[config.mk]
export PLATFORM = sky130hd
export DESIGN_NAME = pipe_hazard_ctrl
export DESIGN_NICKNAME = d
export VERILOG_FILES = /design/src/rtl/pipe_hazard_ctrl.sv
export SDC_FILE = /design/constraint.sdc
export NUM_CORES = 1
export LEC_CHECK = 0
export BUFFER_PORTS_ARGS = -buffer_cell sky130_fd_sc_hd__clkbuf_2
export CORE_ASPECT_RATIO = 0.9
export CORE_MARGIN = 2
export CORE_UTILIZATION = 46
export DETAILED_ROUTE_END_ITERATION = 10
export HOLD_SLACK_MARGIN = 0.12
export PLACE_DENSITY = 0.75
export SLEW_MARGIN = 5
export SYNTH_ARGS = -nofsm -noshare
export SYNTH_HDL_FRONTEND = slang
export SYNTH_SLANG_ARGS = --single-unit
[constraint.sdc]
create_clock -name CLK -period 1.9 [get_ports CLK]
set_input_delay 0.095 -clock CLK [delete_from_list [all_inputs] [get_ports CLK]]
set_output_delay 0.095 -clock CLK [all_outputs]
set_load 0.1 [all_outputs]
[src/rtl/pipe_hazard_ctrl.sv]
// Pipeline sequencer for the 5-stage core: stall enables, flush strobes, load-use
// detection, redirect squashing, memory-busy freeze and saturating statistics.
//
// state | meaning
// RUN   | normal issue; redirects flush, load-use inserts one bubble
// FLUSH | squashing wrong-path fetches for the remaining flush count
// MWAIT | data memory busy; whole pipe frozen, RUN/FLUSH context saved
module pipe_hazard_ctrl #(
    parameter int FLUSH_CYCLES = 1,
    parameter int CNT_W        = 16
) (
    input  logic             CLK,
    input  logic             RST,
    input  logic [4:0]       id_rs1,
    input  logic [4:0]       id_rs2,
    input  logic             id_use_rs1,
    input  logic             id_use_rs2,
    input  logic             ex_mem_to_reg,
    input  logic             ex_WRegEn,
    input  logic [4:0]       ex_WReg1,
    input  logic             ex_redirect,
    input  logic             mem_busy,
    input  logic             clr_cnt,
    output logic             pc_en,
    output logic             ifid_en,
    output logic             idex_en,
    output logic             exmem_en,
    output logic             ifid_flush,
    output logic             idex_flush,
    output logic [1:0]       state_out,
    output logic [CNT_W-1:0] stall_cnt,
    output logic [CNT_W-1:0] flush_cnt
);

    typedef enum logic [1:0] {
        RUN   = 2'd0,
        FLUSH = 2'd1,
        MWAIT = 2'd2
    } state_t;

    localparam logic [3:0] RELOAD = 4'(FLUSH_CYCLES - 1);

    state_t     state, state_nxt;
    state_t     saved, saved_nxt;
    state_t     act;
    logic [3:0] rem, rem_nxt;
    logic       load_use;
    logic       flush_inc;
    logic       stall_inc;

    assign load_use = ex_mem_to_reg & ex_WRegEn & (ex_WReg1 != 5'd0) &
                      ((id_use_rs1 & (id_rs1 == ex_WReg1)) |
                       (id_use_rs2 & (id_rs2 == ex_WReg1)));

    always_comb begin
        state_nxt  = state;
        saved_nxt  = saved;
        rem_nxt    = rem;
        flush_inc  = 1'b0;
        pc_en      = 1'b1;
        ifid_en    = 1'b1;
        idex_en    = 1'b1;
        exmem_en   = 1'b1;
        ifid_flush = 1'b0;
        idex_flush = 1'b0;
        // On release from MWAIT the saved context acts in the same cycle.
        act        = (state == MWAIT) ? saved : state;
        state_out  = act;

        if (!RST) begin
            pc_en      = 1'b0;
            ifid_en    = 1'b0;
            idex_en    = 1'b0;
            exmem_en   = 1'b0;
            ifid_flush = 1'b1;
            idex_flush = 1'b1;
            state_out  = RUN;
        end else if (mem_busy) begin
            pc_en     = 1'b0;
            ifid_en   = 1'b0;
            idex_en   = 1'b0;
            exmem_en  = 1'b0;
            state_nxt = MWAIT;
            state_out = MWAIT;
            if (state != MWAIT) saved_nxt = state;
        end else begin
            state_nxt = act;
            case (act)
                FLUSH: begin
                    ifid_flush = 1'b1;
                    idex_flush = 1'b1;
                    if (ex_redirect) begin
                        rem_nxt   = RELOAD;
                        flush_inc = 1'b1;
                    end else begin
                        rem_nxt = rem - 4'd1;
                        if (rem == 4'd1) state_nxt = RUN;
                    end
                end
                default: begin
                    if (ex_redirect) begin
                        ifid_flush = 1'b1;
                        idex_flush = 1'b1;
                        flush_inc  = 1'b1;
                        if (FLUSH_CYCLES > 1) begin
                            rem_nxt   = RELOAD;
                            state_nxt = FLUSH;
                        end
                    end else if (load_use) begin
                        pc_en      = 1'b0;
                        ifid_en    = 1'b0;
                        idex_flush = 1'b1;
                    end
                end
            endcase
        end
    end

    assign stall_inc = ~pc_en;

    always_ff @(posedge CLK) begin
        if (!RST) begin
            state     <= RUN;
            saved     <= RUN;
            rem       <= 4'd0;
            stall_cnt <= '0;
            flush_cnt <= '0;
        end else begin
            state <= state_nxt;
            saved <= saved_nxt;
            rem   <= rem_nxt;
            if (clr_cnt) begin
                stall_cnt <= '0;
                flush_cnt <= '0;
            end else begin
                if (stall_inc && (stall_cnt != '1)) stall_cnt <= stall_cnt + 1'b1;
                if (flush_inc && (flush_cnt != '1)) flush_cnt <= flush_cnt + 1'b1;
            end
        end
    end

endmodule

==> reports/metrics.yaml, run 1 <==
run_status:
  status: "complete, but fails checks"
  violations: "negative setup slack"
cts:
  insertion_delay_ps: 300
  cts_tree: "built"
  cts_buffer_depth: 2
  hold_buffers: 0
  clk_pin_slew_ps: 80
  cts_htree_levels: 2
  cts_buffers: 5
  clkSinkCount: 40
  root_buffer: "clkbuf_8"
logic_synthesis:
  yosysSeqAreaShare_pct: 36.82
  syn_nets: 295
  syn_inst: 267
  synth-seq-cells: 40
  synth_top_cell_by_area: "dfxtp_1"
  synth_edf_count: 0
  avgSynthCellArea_um2: 8.145
  netlist_area_um2: 2175
  dominantRegCellSynth: "dfxtp_1"
  synth_top_area_share_pct: 36.82
  ys_top_cells_by_area: "dfxtp_1 37%, xnor2_1 4.8%, a21oi_1 4.1%, nor2_1 4.1%, nand4_1 3.5%"
  synth_common_cells: "40 x dfxtp_1, 24 x nor2_1, 19 x nand2_1"
  yosysUniqueCellTypes: 44
  synth_most_common_cell: "dfxtp_1"
  async_reset_ff_share_pct: 0
  ys_warn_count: 0
timing:
  post-route-min-period_ps: 1979
  setup_ws_ps: -79.06
  fin_crit_sh_pct: 104.2
  worst_pin_slew_ps: 549.0
  hold_viol: 0
  fmax_mhz: 505.3
  relSlewSlack_pct: 63.56
  fin_skew_ps: 9.079
  setup_viol: 12
  setup_tns_ps: -525.9
  drv_slew: 0
  rsz0062_at_grt: "true"
setup_path:
  worstSetupPathType: "flop to flop"
  crit_path_start_kind: "flop"
  worstSetupStartpoint: "state[0]"
  endpoint_kind: "flop"
  crit_path_max_fanout: 9
  worst_r2r_startpoint: "state[0]"
  r2r_cells: 7
  required_ps: 2120
  cp-endpoint: "stall_cnt[7]"
  r2r_slack_ps: -80
  r2r_end: "stall_cnt[7]"
  cp_data_arrival_time_ps: 2200
route:
  avgViaCountPerCell: 5.479
  via_count: 2230
  dr.pass1.iters: 4
  drt_iter0_drc: 158
  drc_errors: 0
  wl_mm: 5.466
  wl_per_cell_um: 13.43
  drtAntennaViolNets: 0
grt:
  antenna_found_initial: 0
  grt_usage_pct: 20.97
  grt_pass1_wl_mm: 9.197
  grt_pass1_vias: 2056
  grt_max_degree: 25
  grt.overflow.total: 0
pwr:
  p_int_w: 0.001295
  total_leakage_power_nw: 1.183
  netSwitchingFraction_pct: 27.31
  pwr-share-clk_pct: 39.5
  power_w: 0.001782
  power_density_nw_per_um2: 581.1
  irDropWorstVdd_uv: 448.7
  sequentialPowerShare_pct: 46.1
  combinationalPowerShare_pct: 14.4
  p_switching_w: 0.0004867
final_layout:
  fin_cells: 407
  area_growth_pct: 41.02
  diodes: 0
  drive_gt1_share_pct: 45.80
  final_nets: 372
floorplanning:
  initial_core_util_pct: 48.44
  die_area_um2: 5294
  core_area_um2: 4489
  chipWidth_um: 76.48
  die_h_um: 69.23
  rows: 23
  ios: 64
place:
  dp_hpwl_mm: 3.932
  gp_congestion: 0.8008
  io_buffers: 63
  place_inst: 395
run:
  max_cap_violations: 0
worst_hold_path:
  hold_class: "input pin to flop"
-- layer usage --
metal	GRT usage, %	vias up	wire length [µm]
li1	-	1121	-
met1	26.95	1036	2441
met2	34.71	64	2652
met3	4.557	9	295
met4	7.677	0	76
met5	0	-	0
-- layout by cell type (no fill, tap or decap), types with 12 or more instances in the layout --
cell / instances
clkbuf_2: 60
nor2_1: 21
buf_4: 21
dfxtp_4: 20
nand2_1: 18
dfxtp_2: 14
a21oi_1: 13
xnor2_1: 12
nand4_1: 12
nand3_1: 12
-- how the worst min path moves through the flow --
stage | startpoint | to | slack (ps) | cells past startpoint
3_3_place_gp | clr_cnt | stall_cnt[12] | 430 | 3
6_report | clr_cnt | stall_cnt[12] | 120 | 3
4_1_cts | clr_cnt | stall_cnt[12] | 120 | 3
5_1_grt | clr_cnt | stall_cnt[13] | 140 | 3
3_5_place_dp | clr_cnt | stall_cnt[12] | 430 | 3
2_1_floorplan | ex_redirect | state[0] | 300 | 2
-- flip-flops by register name, summed over array words and instances (netlist names) --
register,flops
flush_cnt,16
stall_cnt,16
rem,4
saved,2
state,2
-- layout make-up --
cell class              count  area [µm²]
inverters                  10       46.29
clock inverters             3       42.54
repair inverters            1       8.758
fillers                   387        1423
clock buffers               5       68.82
multi-input cells         202        1411
flip-flops and latches     40       893.4
repair buffers             84       518.0
well taps                  62       77.57
-- what timing repair did --
item,in CTS,in global routing
gates resized for setup,13,15
cloned,1,0
setup endpoints to repair,18,23
pin swaps,10,7
setup buffers,2,1
-- cells by family (layout without fill, tap and decap cells) --
family | after synthesis | after routing | share of synthesized area (%)
compound gates | 58 | 58 | 17.44
xor+xnor | 20 | 20 | 8.055
fa+ha+maj | 4 | 4 | 2.302
buf+inv | 25 | 103 | 5.005
flops | 40 | 40 | 36.82
mux | 4 | 4 | 1.841
simple gates | 116 | 116 | 28.54
-- stage by stage --
step	setup WS [ps]	util (%)	instance area, µm²	hold WS (ps)
2_1_floorplan	-243.9	-	2333	301.0
3_3_place_gp	-66.63	62.74	2816	427.8
3_5_place_dp	-220.7	62.74	2816	429.6
4_1_cts	-31.26	66.69	2994	124.1
5_1_grt	-129.1	68.31	3067	142.2
6_report	-79.06	68.31	3067	122.3
-- critical path, cell delays in order (launching register included) --
cell      delay (ps)
dfxtp_2          340
nor2b_4          130
a311oi_2         240
and4_1           280
a21o_4           190
inv_6             60
or4_1            500
a21oi_1          150
-- power by group through the flow --
stage / Sequential [W] / Clock, W / Combinational, W
after global routing: 0.000822 / 0.000750 / 0.000272
after floorplan: 0.000858 / 0 / 0.000146
final: 0.000821 / 0.000704 / 0.000257
after global placement: 0.000841 / 0 / 0.000240
after CTS: 0.000822 / 0.000720 / 0.000254
after detailed placement: 0.000841 / 0 / 0.000244
No activity file was read; power rests on OpenSTA's default activity.
==> run 2: changes to the inputs <==
- CORE_MARGIN: 2 -> 5
==> reports/metrics.yaml, run 2 (synthesis results as in run 1) <==
run_status:
  status: "complete, but fails checks"
  violations: "negative setup slack"
cts:
  cts_buffer_depth: 2
  cts_tree: "built"
  insertion_delay_ps: 300
  hold_buffers: 0
  cts_htree_levels: 2
  root_buffer: "clkbuf_8"
  clkSinkCount: 40
  clk_pin_slew_ps: 80
  cts_buffers: 5
grt:
  antenna_found_initial: 0
  grt.overflow.total: 0
  grt_max_degree: 23
  grt_pass1_vias: 2028
  grt_usage_pct: 18.74
  grt_pass1_wl_mm: 9.135
route:
  wl_mm: 5.622
  drc_errors: 0
  avgViaCountPerCell: 5.523
  drt_iter0_drc: 83
  dr.pass1.iters: 4
  drtAntennaViolNets: 0
  via_count: 2259
  wl_per_cell_um: 13.75
final_layout:
  final_nets: 374
  area_growth_pct: 42.12
  drive_gt1_share_pct: 44.38
  most-common-layout-cells: "59 x clkbuf_2, 22 x nor2_1, 19 x dfxtp_4, 19 x buf_4, 18 x nand2_1"
  diodes: 0
  fill_cells: 380
  fin_util_pct: 68.40
  top_regs: "flush_cnt x16, stall_cnt x16, rem x4"
  final_common_cell: "clkbuf_2"
  fin_cells: 409
timing:
  post-route-min-period_ps: 1979
  fin_hold_ws_ps: 176.2
  fin_skew_ps: 4.989
  rsz0062_at_grt: "true"
  setup_viol: 9
  relSlewSlack_pct: 63.44
  fmax_mhz: 505.2
  setup_tns_ps: -510.6
  worst_pin_slew_ps: 550.7
  fin_crit_sh_pct: 104.2
  drv_slew: 0
  hold_viol: 0
  setup_ws_ps: -79.42
setup_path:
  cp_num_buf_inv: 1
  required_ps: 2130
  endpoint_kind: "flop"
  crit_slowest_cell: "or4_4"
  crit_chain: "nor2b_4 -> a311oi_2 -> and4_1 -> a21o_4 -> inv_8 -> or4_4 -> a21oi_2"
  cp_data_arrival_time_ps: 2210
  crit_path_start_kind: "flop"
  crit_path_max_fanout: 6
  worstSetupPathType: "flop to flop"
  path_delay_family: "simple AND/OR/NAND/NOR gates"
  max_stage_delay_ps: 510
floorplanning:
  chipWidth_um: 82.48
  initial_core_util_pct: 48.13
  die_area_um2: 6204
  rows: 23
  ios: 64
  core_area_um2: 4518
  die_h_um: 75.23
pwr:
  pwr-share-clk_pct: 39.7
  p_int_w: 0.001309
  combinationalPowerShare_pct: 14.7
  irDropWorstVdd_uv: 308.1
  power_density_nw_per_um2: 583.6
  total_leakage_power_nw: 1.192
  p_switching_w: 0.0004950
  netSwitchingFraction_pct: 27.44
  sequentialPowerShare_pct: 45.6
place:
  dp_hpwl_mm: 4.076
  io_buffers: 63
  gp_congestion: 0.8479
  place_inst: 395
  pre_cts_slack_ps: -142.3
worst_hold_path:
  hold_class: "input pin to flop"
run:
  max_cap_violations: 0
## run 2: cell count changes in the layout (fill, tap and decap cells not counted), moves of 2 or more
cell,before,now
a21oi_2,5,3
inv_8,0,2
buf_12,3,5
buf_4,21,19
a21oi_1,13,15
## run 2: repair_timing
action | CTS | global route
setup endpoints to repair | 15 | 21
setup buffers | 2 | 2
resized for setup | 7 | 17
endpoints found under the hold margin | 0 | 0
pin swaps | 6 | 25
cloned | 1 | 1
## run 2: through the flow
step | total power (W) | instance area [µm²]
finish | 0.001804 | 3090
global route | 0.001864 | 3090
CTS | 0.001803 | 3002
detailed placement | 0.001083 | 2829
global placement | 0.001081 | 2829
floorplan | 0.001004 | 2333
## run 2: cell type report
type,instances,area [µm²],area share (%)
well taps,62,77.57,2.510
inverters,10,48.80,1.579
multi-input cells,202,1384,44.78
repair buffers,85,556.8,18.02
repair inverters,2,17.52,0.5668
flip-flops and latches,40,890.9,28.83
clock buffers,5,68.82,2.227
clock inverters,3,46.29,1.498
## run 2: worst reg2reg max path: stages, from the launching register on
cell and delay (ps):
dfxtp_2 330, nor2b_4 120, a311oi_2 270, and4_1 270, a21o_4 210, inv_8 50
or4_4 510, a21oi_2 140
## run 2: path summary, 6_finish.rpt
check                 from       endpoint  slack (ps)  cells after the start
min                    RST       saved[1]         180                      4
min reg2reg  stall_cnt[11]  stall_cnt[11]         480                      2
max               state[0]   stall_cnt[3]         -80                      7
max reg2reg       state[0]   stall_cnt[3]         -80                      7
## run 2: power by group through the flow
stage               Clock, W  Combinational (W)  Sequential (W)
global route        0.000761           0.000281        0.000823
global placement           0           0.000240        0.000841
finish              0.000717           0.000265        0.000822
floorplan                  0           0.000146        0.000858
CTS                 0.000728           0.000254        0.000821
detailed placement         0           0.000242        0.000841
## run 2: routing by layer
layer | GRT usage, % | up-vias | wire, µm
met5 | 0 | - | 0
met4 | 6.642 | 0 | 82
met3 | 2.990 | 9 | 293
met2 | 31.49 | 65 | 2714
met1 | 24.31 | 1057 | 2531
li1 | - | 1128 | -
